==> src/rtl/axis_insert_header_arb.sv <==
// axis_insert_header_arb: round-robin arbiter/sequencer sharing one header inserter among NUM_SRC sources.
// Latency: grant one cycle after a request is seen in IDLE; header and payload pass through combinationally.
// Backpressure: only the granted source sees the inserter's ready, and only on the channel of the current phase.
// Optional build macro AXIS_HDR_ARB_STRICT_PRIO_EN selects lowest-index-wins arbitration instead of round-robin.
module axis_insert_header_arb #(
  parameter int NUM_SRC      = 4,
  parameter int DATA_WD      = 32,
  parameter int DATA_BYTE_WD = DATA_WD / 8,
  parameter int BYTE_CNT_WD  = $clog2(DATA_BYTE_WD),
  parameter int SRC_WD       = $clog2(NUM_SRC)
) (
  input  logic                            clk,
  input  logic                            rstn,
  // per-source payload channels
  input  logic [NUM_SRC-1:0]              s_valid_in,
  input  logic [NUM_SRC*DATA_WD-1:0]      s_data_in,
  input  logic [NUM_SRC*DATA_BYTE_WD-1:0] s_keep_in,
  input  logic [NUM_SRC-1:0]              s_last_in,
  output logic [NUM_SRC-1:0]              s_ready_in,
  // per-source header channels
  input  logic [NUM_SRC-1:0]              s_valid_insert,
  input  logic [NUM_SRC*DATA_WD-1:0]      s_data_insert,
  input  logic [NUM_SRC*DATA_BYTE_WD-1:0] s_keep_insert,
  input  logic [NUM_SRC*BYTE_CNT_WD-1:0]  s_byte_insert_cnt,
  output logic [NUM_SRC-1:0]              s_ready_insert,
  // shared payload channel towards the inserter
  output logic                            m_valid_in,
  output logic [DATA_WD-1:0]              m_data_in,
  output logic [DATA_BYTE_WD-1:0]         m_keep_in,
  output logic                            m_last_in,
  input  logic                            m_ready_in,
  // shared header channel towards the inserter
  output logic                            m_valid_insert,
  output logic [DATA_WD-1:0]              m_data_insert,
  output logic [DATA_BYTE_WD-1:0]         m_keep_insert,
  output logic [BYTE_CNT_WD-1:0]          m_byte_insert_cnt,
  input  logic                            m_ready_insert,
  // status
  output logic [SRC_WD-1:0]               grant_id,
  output logic                            busy,
  output logic                            pkt_done
);

  typedef enum logic [1:0] {IDLE, HDR, PAY} state_t;

  state_t            state;
  logic [SRC_WD-1:0] rr_ptr;
  logic [SRC_WD-1:0] winner;
  logic [SRC_WD-1:0] next_ptr;
  logic              any_req;
  logic              hdr_fire;
  logic              last_fire;

  assign any_req   = |s_valid_insert;
  assign hdr_fire  = m_valid_insert && m_ready_insert;
  assign last_fire = m_valid_in && m_ready_in && m_last_in;
  assign busy      = (state != IDLE);
  assign next_ptr  = (grant_id == SRC_WD'(NUM_SRC - 1)) ? '0 : grant_id + 1'b1;

`ifdef AXIS_HDR_ARB_STRICT_PRIO_EN
  // Pick the lowest-index requester; scanning downwards lets the lowest index overwrite the rest.
  always_comb begin
    winner = '0;
    for (int k = NUM_SRC - 1; k >= 0; k--) begin
      if (s_valid_insert[k]) winner = SRC_WD'(k);
    end
  end
`else
  // Pick the first requester at or after rr_ptr, wrapping; the smallest offset wins.
  always_comb begin
    int idx;
    winner = '0;
    idx    = 0;
    for (int k = NUM_SRC - 1; k >= 0; k--) begin
      idx = int'(rr_ptr) + k;
      if (idx >= NUM_SRC) idx = idx - NUM_SRC;
      if (s_valid_insert[idx]) winner = SRC_WD'(idx);
    end
  end
`endif

  // Route the granted source's channel for the current phase; everything else stays quiet and zero.
  always_comb begin
    s_ready_in        = '0;
    s_ready_insert    = '0;
    m_valid_in        = 1'b0;
    m_data_in         = '0;
    m_keep_in         = '0;
    m_last_in         = 1'b0;
    m_valid_insert    = 1'b0;
    m_data_insert     = '0;
    m_keep_insert     = '0;
    m_byte_insert_cnt = '0;
    case (state)
      HDR: begin
        m_valid_insert           = s_valid_insert[grant_id];
        s_ready_insert[grant_id] = m_ready_insert;
        if (m_valid_insert) begin
          m_data_insert     = s_data_insert[int'(grant_id) * DATA_WD +: DATA_WD];
          m_keep_insert     = s_keep_insert[int'(grant_id) * DATA_BYTE_WD +: DATA_BYTE_WD];
          m_byte_insert_cnt = s_byte_insert_cnt[int'(grant_id) * BYTE_CNT_WD +: BYTE_CNT_WD];
        end
      end
      PAY: begin
        m_valid_in           = s_valid_in[grant_id];
        s_ready_in[grant_id] = m_ready_in;
        if (m_valid_in) begin
          m_data_in = s_data_in[int'(grant_id) * DATA_WD +: DATA_WD];
          m_keep_in = s_keep_in[int'(grant_id) * DATA_BYTE_WD +: DATA_BYTE_WD];
          m_last_in = s_last_in[grant_id];
        end
      end
      default: ;
    endcase
  end

  // Sequencer: grant in IDLE, hold through header then payload, release after the last beat.
  always_ff @(posedge clk or negedge rstn) begin
    if (!rstn) begin
      state    <= IDLE;
      rr_ptr   <= '0;
      grant_id <= '0;
      pkt_done <= 1'b0;
    end else begin
      pkt_done <= 1'b0;
      case (state)
        IDLE: begin
          if (any_req) begin
            grant_id <= winner;
            state    <= HDR;
          end
        end
        HDR: begin
          // A retracted header valid simply keeps us waiting here.
          if (hdr_fire) state <= PAY;
        end
        PAY: begin
          if (last_fire) begin
            pkt_done <= 1'b1;
`ifndef AXIS_HDR_ARB_STRICT_PRIO_EN
            rr_ptr   <= next_ptr;
`endif
            state    <= IDLE;
          end
        end
        default: state <= IDLE;
      endcase
    end
  end

endmodule

==> config.mk <==
export PLATFORM = sky130hd
export DESIGN_NAME = axis_insert_header_arb
export DESIGN_NICKNAME = d
export VERILOG_FILES = /design/src/rtl/axis_insert_header_arb.sv
export SDC_FILE = /design/constraint.sdc
export NUM_CORES = 1
export LEC_CHECK = 0
export CAP_MARGIN = 20
export CORE_AREA = 2 2 156 158
export DETAILED_ROUTE_END_ITERATION = 8
export DIE_AREA = 0 0 158 160
export GPL_TIMING_DRIVEN = 0
export PLACE_DENSITY = 0.52
export SLEW_MARGIN = 20
export SYNTH_ARGS = -nofsm -noshare
export SYNTH_HDL_FRONTEND = slang
export SYNTH_SLANG_ARGS = --single-unit
==> constraint.sdc <==
create_clock -name clk -period 3.6 [get_ports clk]
set_input_delay 0.54 -clock clk [delete_from_list [all_inputs] [get_ports clk]]
set_output_delay 0.54 -clock clk [all_outputs]
set_load 0.1 [all_outputs]
=== Word level (Yosys, flattened, before mapping) ===
Cells that the tools add are included.

* Add/subtract/negate cells: 8
* Order comparisons: 10
* Equality and inequality tests: 6
* Shift operators: 5
* Mux-type cells: 51
* Bitwise gates (word level): 2
* Reduce and logical (&&, ||, !) cells: 10

{| class="wikitable"
|+ Operators by type and width
! kind !! count
|-
| two-way mux 32 bit || 8
|-
| variable part select 128 x 8 -> 32 bit || 2
|-
| less-than comparator 32 x 4 -> 1 bit, second input constant || 4
|-
| variable part select 16 x 5 -> 4 bit || 2
|-
| two-way mux 4 bit || 6
|-
| two-way mux 2 bit || 10
|-
| two-way mux 1 bit || 18
|-
| binary-select mux 1 bit (select 2 bit) || 7
|-
| subtractor 3 x 3 -> 4 bit, second input constant || 3
|-
| greater-or-equal comparator 3 bit, second input constant || 3
|-
| bitwise AND 4 bit || 2
|-
| variable part select 8 x 4 -> 2 bit || 1
|-
| adder 2 x 2 -> 3 bit, second input constant || 2
|-
| != test 2 bit, second input constant || 3
|-
| case mux 2 bit (3 select lines) || 1
|-
| == test 2 bit, second input constant || 2
|-
| logical AND 1 bit || 4
|-
| AND reduction 2 bit || 2
|-
| OR reduction 4 bit || 1
|-
| subtractor 2 x 3 -> 4 bit, second input constant || 1
|-
| adder 2 x 1 -> 3 bit, second input constant || 1
|-
| greater-or-equal comparator 2 x 3 -> 1 bit, second input constant || 1
|-
| less-than comparator 2 x 3 -> 1 bit, second input constant || 1
|-
| AND reduction 3 bit || 1
|-
| 6 further kinds || 6
|}

* Flip-flop bits (word level): 7
* Input bits: 312
* Output and inout bits: 89
* Logic and storage cells: 96

=== Depth between registers and ports, before layout ===
Gate-level depths: netlist of run 1.

* Depth in word-level cells: 10
* Depth in mapped cells: 6
* Mapped depth without buffers: 3

=== Worst setup path after synthesis of run 1 ===
OpenSTA, ideal clock, no wires.

* Path kind: reg-to-output
* Start: reg grant_id[1]
* End: out m_data_in[0]
* Arrival time: 2.636 ns
* Required time: 3.060 ns
* Setup slack: 0.424 ns
* Stages on the path, launching flop included: 6
* Path buffers: 3
* Cells stage by stage: dfrtp_1 -> buf_2 -> buf_2 -> buf_2 -> mux4_2 -> and3_1

* Cells in the longest elaborated chain, start to end: 4
* Elaborated cells between the ends (all ways): 5
* Classes of those cells: shift (1); mux (4)

{| class="wikitable"
|+ Ends and longest elaborated chain
! what !! line !! text
|-
| from (decl) || 39 || <nowiki>output logic [SRC_WD-1:0] grant_id,</nowiki>
|-
| from (signal assigned) || 129 || <nowiki>grant_id <= winner;</nowiki>
|-
| branches (longest 2 deep; another with variable part select 128 x 8 -> 32 bit) || - ||
|-
| two-way mux 32 bit * || 107 || <nowiki>if (m_valid_in) begin</nowiki>
|-
| two-way mux 32 bit * || 94 || <nowiki>case (state)</nowiki>
|-
| to (decl) || 28 || <nowiki>output logic [DATA_WD-1:0] m_data_in,</nowiki>
|}

Every way passes the cells marked *. The select of a mux whose other input is x is not followed.

=== Final worst setup path of run 1 ===
* Start: in s_valid_insert[1]
* End: out m_data_insert[23]

* Cells in the longest elaborated chain, start to end: 4

{| class="wikitable"
|+ Ends and longest elaborated chain
! what !! line !! text
|-
| from (decl) || 21 || <nowiki>input logic [NUM_SRC-1:0] s_valid_insert,</nowiki>
|-
| binary-select mux 1 bit (select 2 bit) || 96 || <nowiki>m_valid_insert = s_valid_insert[grant_id];</nowiki>
|-
| two-way mux 1 bit (not written as such) || 96 ||
|-
| two-way mux 32 bit || 98 || <nowiki>if (m_valid_insert) begin</nowiki>
|-
| two-way mux 32 bit || 94 ||
|-
| to (decl) || 34 || <nowiki>output logic [DATA_WD-1:0] m_data_insert,</nowiki>
|}

Every way passes these cells. The select of a mux whose other input is x is not followed.

==> results of run 1 <==
Yosys cell counts:
cell type,instances
nor4_1,1
and3_1,83
clkbuf_1,14
a21oi_1,2
nand2_1,3
o21ai_0,2
and2_4,1
nand2b_1,1
nand4_2,1
nor2b_1,3
o2bb2ai_1,2
or2_2,1
a311oi_1,1
nor2_1,1
mux2i_1,1
ha_1,4
buf_6,10
inv_1,5
a22o_1,1
mux4_2,77
buf_2,10
o31ai_1,2
dfrtp_1,7
mux2_2,2
or2_0,1
sequential cells by signal, summed over array words and instances (netlist names):
name	flops
grant_id	2
rr_ptr	2
state	2
pkt_done	1
repair_timing:
action | 4_1_cts | 5_1_grt
gates resized for setup | 82 | 12
endpoints found under the setup margin | 81 | 9
cloned | 0 | 0
logic make-up (layout without fill, tap and decap cells):
| family | count (synthesis) | after routing | synth area share |
|---|---|---|---|
| multiplexers | 80 | 80 | 0.610 |
| buffers and inverters | 39 | 443 | 0.0808 |
| flip-flops | 7 | 7 | 0.0605 |
| other | 0 | 1 | 0 |
| AO/OA/AOI/OAI | 10 | 10 | 0.0242 |
| AND/OR/NAND/NOR | 96 | 96 | 0.207 |
| adder cells (fa/ha/maj) | 4 | 4 | 0.0173 |
per-layer routing:
| layer | wire [um] | share of wire | GRT usage | vias to the layer above |
|---|---|---|---|---|
| met1 | 7140 | 0.35 | 0.158 | 1955 |
| met5 | 17 | 0.00084 | 0 | - |
| li1 | - | - | - | 1821 |
| met2 | 10700 | 0.53 | 0.294 | 264 |
| met3 | 2170 | 0.11 | 0.0494 | 10 |
| met4 | 196 | 0.0097 | 0.0188 | 2 |
power breakdown:
group | internal [mW] | total [mW] | switching, mW
sequential | 0.111 | 0.142 | 0.0311
combinational | 1.42 | 4.27 | 2.85
clock | 0.147 | 0.190 | 0.0422
total | 1.68 | 4.60 | 2.93
path summary, 6_finish.rpt:
kind | startpoint | to
hold reg to reg | rr_ptr[0] | rr_ptr[0]
setup / recovery | s_valid_insert[1] | m_data_insert[23]
setup reg to reg | grant_id[1] | rr_ptr[1]
min in group clk | rr_ptr[0] | rr_ptr[0]
hold / removal | rstn | pkt_done
max in group asynchronous | rstn | grant_id[0]
layout make-up:
class,count,area share
plain buffers,34,0.0296
diodes,1,0.000344
well taps,324,0.0557
multi-input cells,190,0.342
flip-flops and latches,7,0.0241
repair buffers,400,0.535
clock buffers,4,0.0108
inverters,5,0.00258
per-stage QoR:
step	instances	utilization	TNS, ns
finish	965	0.305	0
global route	965	0.305	0
CTS	964	0.306	0
detailed placement	960	0.307	-3.45
global placement	960	0.307	-3.56
floorplan	236	-	0
==> out/qor.yml, run 1 <==
relSlewSlack: 0.320
critical_path.top_delay_family: "buffers and inverters"
synth_top_area_cell: "mux4_2"
firstDrtPassIters: 4
drt_iter0_drc: 140
die_h_um: 160
antenna_found_initial: 3
ir_drop_v: 0.000469
multiInputGateArea_um2: 2490
cts.hold.buffers_added: 0
routedWlPerCell_um: 20.9
leakage_nw: 3.17
ys_top_cells_by_area: "mux4_2 60%, and3_1 18%, dfrtp_1 6.1%"
slowest_stage: "dlygate4sd2_1"
finalCriticalPeriod_ns: 3.49
gr-total-overflow: 0
layout_common_cells: "318 x clkdlybuf4s50_1, 83 x and3_1, 77 x mux4_2, 73 x dlygate4sd2_1, 15 x clkbuf_1"
fillerInstances: 2570
hold_violations: 0
timing.critical_path.depth: 5
area_delta_synth_final_pct: 151
globalplace.congestion: 0.790
placedInstanceArea_um2: 7300
status: "finished, final reports clean"
fmaxAchievable_mhz: 287
rows: 57
max_stage_delay_ns: 0.86
vias: 4052
fin_area_um2: 7280
initial_core_util: 0.122
rsz0062_at_grt: "no"
hp-class: "in2async"
tritoncts: "done"
dp_slack_ns: -0.275
period_share: 0.968
clock_skew_ns: 0.000268
clk_pin_slew_ns: 0.04
nNetsFinal: 957
drive_gt1_frac: 0.170
via_per_inst: 4.20
synth-seq-cells: 7
seq_area_um2: 175
ctsHtreeMaxLevel: 1
worstMarginPinSlew_ns: 1.02
worstPathMaxFanout: 10
drc_errors: 0
clkSinkCount: 7
dpl.hpwl_mm: 17.7
cts_setup_buffers: 0
core_area_um2: 23800
die_w_um: 158
holdWs_ns: 0.587
track_usage: 0.151
syn_nets: 552
clock_latency_ns: 0.23
power-per-cell-area_nw_per_um2: 633
grt_pass1_vias: 4504
setup_viol: 0
yosysTopAreaCellShare: 0.599
setup_slack_ns: 0.114
required_ns: 3.06
synth_warnings: 0
die_area_um2: 25300
cts_buffers: 3
syn_area_um2: 2900
grt_pass1_wl_mm: 28.3
wl_mm: 20.2
crit_buf_inv: 3
critPathKind: "in2out"
ys_seq_area_frac: 0.0605
slew_violations: 0
antenna_left: 0
cp_cell_sequence: "clkdlybuf4s50_1, mux4_2, clkbuf_1, and3_1, dlygate4sd2_1"
power_mw: 4.60
grt_max_degree: 11
ios: 401
final_common_cell: "clkdlybuf4s50_1"
avgSynthCellArea_um2: 12.3
r2r_slack_ns: 1.46
cts_buffer_depth: 2
startpoint_type: "input pin"
cts_root_buf: "clkbuf_16"
cp.arrival_ns: 2.95
portBuffers: 400
max_cap_violations: 0
synthCells: 236
synthDistinctLibCells: 25
reg2regPathDepth: 6
endpoint_kind: "primary output"
Power figures use the tool's default switching activity.
==> run 2: changes to the inputs <==
--- a/config.mk
+++ b/config.mk
@@ -5,12 +5,13 @@
 export SDC_FILE = /design/constraint.sdc
 export NUM_CORES = 1
 export LEC_CHECK = 0
+export ABC_AREA = 1
 export CAP_MARGIN = 20
-export CORE_AREA = 2 2 156 158
+export CORE_AREA = 2 2 155 157
 export DETAILED_ROUTE_END_ITERATION = 8
-export DIE_AREA = 0 0 158 160
+export DIE_AREA = 0 0 157 159
 export GPL_TIMING_DRIVEN = 0
-export PLACE_DENSITY = 0.52
+export PLACE_DENSITY = 0.54
 export SLEW_MARGIN = 20
 export SYNTH_ARGS = -nofsm -noshare
 export SYNTH_HDL_FRONTEND = slang
==> out/qor.yml, run 2 <==
synth_flop_cell: "dfrtp_1"
portBuffers: 400
clock_skew_ns: 0.00158
slew_violations: 0
synth_warnings: 0
syn_nets: 1015
firstDrtPassIters: 4
wl_mm: 24.4
max_cap_violations: 0
fmaxAchievable_mhz: 289
drt_iter0_drc: 269
hp-class: "in2async"
worstReg2RegStart: "grant_id[0]"
drc_errors: 0
endpoint_kind: "primary output"
startpoint_type: "register"
syn_area_um2: 3370
die_w_um: 157
dp_slack_ns: -0.383
leakage_nw: 3.17
holdWs_ns: 0.570
synthCells: 699
ys_seq_area_frac: 0.0520
relSlewSlack: 0.333
grt_pass1_wl_mm: 35.0
dpl.hpwl_mm: 20.1
ctsHtreeMaxLevel: 1
ios: 401
area_delta_synth_final_pct: 132
fin_tns_setup_ns: 0
synth-seq-cells: 7
period_share: 0.963
critical_path.top_delay_family: "buffers and inverters"
synth_common_cells: "317 x nor2_1, 150 x o21ai_0, 58 x a21oi_1"
die_area_um2: 25000
fin_util: 0.337
ir_drop_v: 0.000472
cts_buffers: 3
antenna_left: 0
synthDistinctLibCells: 24
antenna_found_initial: 0
cts_root_buf: "clkbuf_16"
clkSinkCount: 7
fillerInstances: 2621
globalplace.congestion: 0.849
crit_buf_inv: 3
hold_violations: 0
final_common_cell: "clkdlybuf4s50_1"
async_flop_share: 1.00
fin_area_um2: 7800
ys_top_cells_by_area: "nor2_1 35%, o21ai_0 22%, a21oi_1 8.6%"
core_area_um2: 23200
critPathLaunch: "grant_id[0]"
layout_common_cells: "318 x clkdlybuf4s50_1, 317 x nor2_1, 150 x o21ai_0, 58 x a21oi_2, 41 x nand2_1"
post-synth-top-count-cell: "nor2_1"
track_usage: 0.182
yosysTopAreaCellShare: 0.353
multiInputGateArea_um2: 2880
slowest_stage: "clkdlybuf4s15_1"
vias: 6075
via_per_inst: 4.27
avgSynthCellArea_um2: 4.82
tritoncts: "done"
status: "finished, final reports clean"
grt_pass1_vias: 6259
worstMarginPinSlew_ns: 0.997
cts_setup_buffers: 0
nNetsFinal: 1420
switchingPower_mw: 3.63
worstPathMaxFanout: 10
synth_edf_count: 0
cts.hold.buffers_added: 0
internal_power_mw: 1.45
power_mw: 5.07
power-per-cell-area_nw_per_um2: 650
drive_gt1_frac: 0.143
cp.arrival_ns: 2.93
setup_slack_ns: 0.134
swShare: 0.715
reg_top3: "grant_id: 2 flops, rr_ptr: 2 flops, state: 2 flops"
gr-total-overflow: 0
grt_max_degree: 12
synth_top_area_cell: "nor2_1"
clkPwrFrac: 0.037
instances_no_fill: 1422
antennaDiodeCount: 0
initial_core_util: 0.145
placedInstanceArea_um2: 7910
rows: 56
finalCriticalPeriod_ns: 3.47
cts_buffer_depth: 2
rsz0062_at_grt: "no"
routedWlPerCell_um: 17.2
post-place-cells: 1418
comb_power_share: 0.935
critPathKind: "reg2out"
required_ns: 3.06
die_h_um: 159
cp_cell_sequence: "inv_2, clkbuf_1, o21ai_0, a21oi_2, clkdlybuf4s15_1"
clock_latency_ns: 0.23
seqPwrFrac: 0.028
seq_area_um2: 175
setup_viol: 0
max_stage_delay_ns: 0.86
clk_pin_slew_ns: 0.04
run 2: cell types whose count changed after synthesis, sizes merged, moves of 24 or more:
| cell | change |
|---|---|
| nor2 | +317 |
| and3 | -83 |
| mux4 | -77 |
| a21oi | +76 |
| buf | +24 |
| o21ai | +155 |
| nand2 | +40 |
run 2: power by group through the flow:
| stage | sequential [mW] | clock, mW | combinational, mW |
|---|---|---|---|
| after floorplan | 0.192 | 0 | 3.44 |
| after global placement | 0.140 | 0 | 4.97 |
| after detailed placement | 0.141 | 0 | 4.98 |
| after CTS | 0.140 | 0.193 | 4.84 |
| after global routing | 0.144 | 0.198 | 5.08 |
| final | 0.140 | 0.189 | 4.75 |
run 2: final cells by class:
| cell class | instances | area share |
|---|---|---|
| Timing Repair Buffer | 400 | 0.489 |
| Multi-Input combinational cell | 612 | 0.369 |
| Tap cell | 319 | 0.0511 |
| Buffer | 59 | 0.0479 |
| Sequential cell | 7 | 0.0224 |
| Inverter | 21 | 0.0101 |
| Clock buffer | 3 | 0.00962 |
| Clock inverter | 1 | 0.000641 |
run 2: cells by family (layout without fill, tap and decap cells):
kind of cell / Yosys count / after routing / synth area share
and+or+nand+nor: 372 / 372 / 0.424
AOI/OAI and AO/OA: 236 / 236 / 0.375
buffers and inverters: 80 / 484 / 0.134
DFF: 7 / 7 / 0.0520
adders and majority gates: 4 / 4 / 0.0149
run 2: path summary, 6_finish.rpt:
check	end	slack (ns)	depth (start not counted)
setup / recovery	m_keep_insert[2]	0.13	5
hold / removal	rr_ptr[0]	0.57	1
setup reg to reg	rr_ptr[1]	1.52	6
hold reg to reg	rr_ptr[1]	0.59	2
max in group asynchronous	rr_ptr[1]	2.79	1
min in group clk	rr_ptr[1]	0.59	2
run 2: what timing repair did:
| item | in CTS | in global routing |
|---|---|---|
| gates resized for setup | 118 | 82 |
| endpoints found under the hold margin | 0 | 0 |
| pin swaps | 0 | 0 |
| setup endpoints to repair | 82 | 49 |
run 2: routing by layer:
| metal | share of wire | vias to the layer above | track usage |
|---|---|---|---|
| met2 | 0.51 | 279 | 0.359 |
| li1 | - | 3083 | - |
| met3 | 0.084 | 22 | 0.0408 |
| met5 | 0 | - | 0 |
| met4 | 0.017 | 0 | 0.0342 |
| met1 | 0.39 | 2691 | 0.195 |
==> run 3: changes to the inputs <==
--- a/config.mk
+++ b/config.mk
@@ -8,6 +8,7 @@
 export ABC_AREA = 1
 export CAP_MARGIN = 20
 export CORE_AREA = 2 2 155 157
+export CTS_CLUSTER_SIZE = 28
 export DETAILED_ROUTE_END_ITERATION = 8
 export DIE_AREA = 0 0 157 159
 export GPL_TIMING_DRIVEN = 0
==> results of run 3 <==
Same layout as run 2: the final DEF is identical, and so are final timing and power.
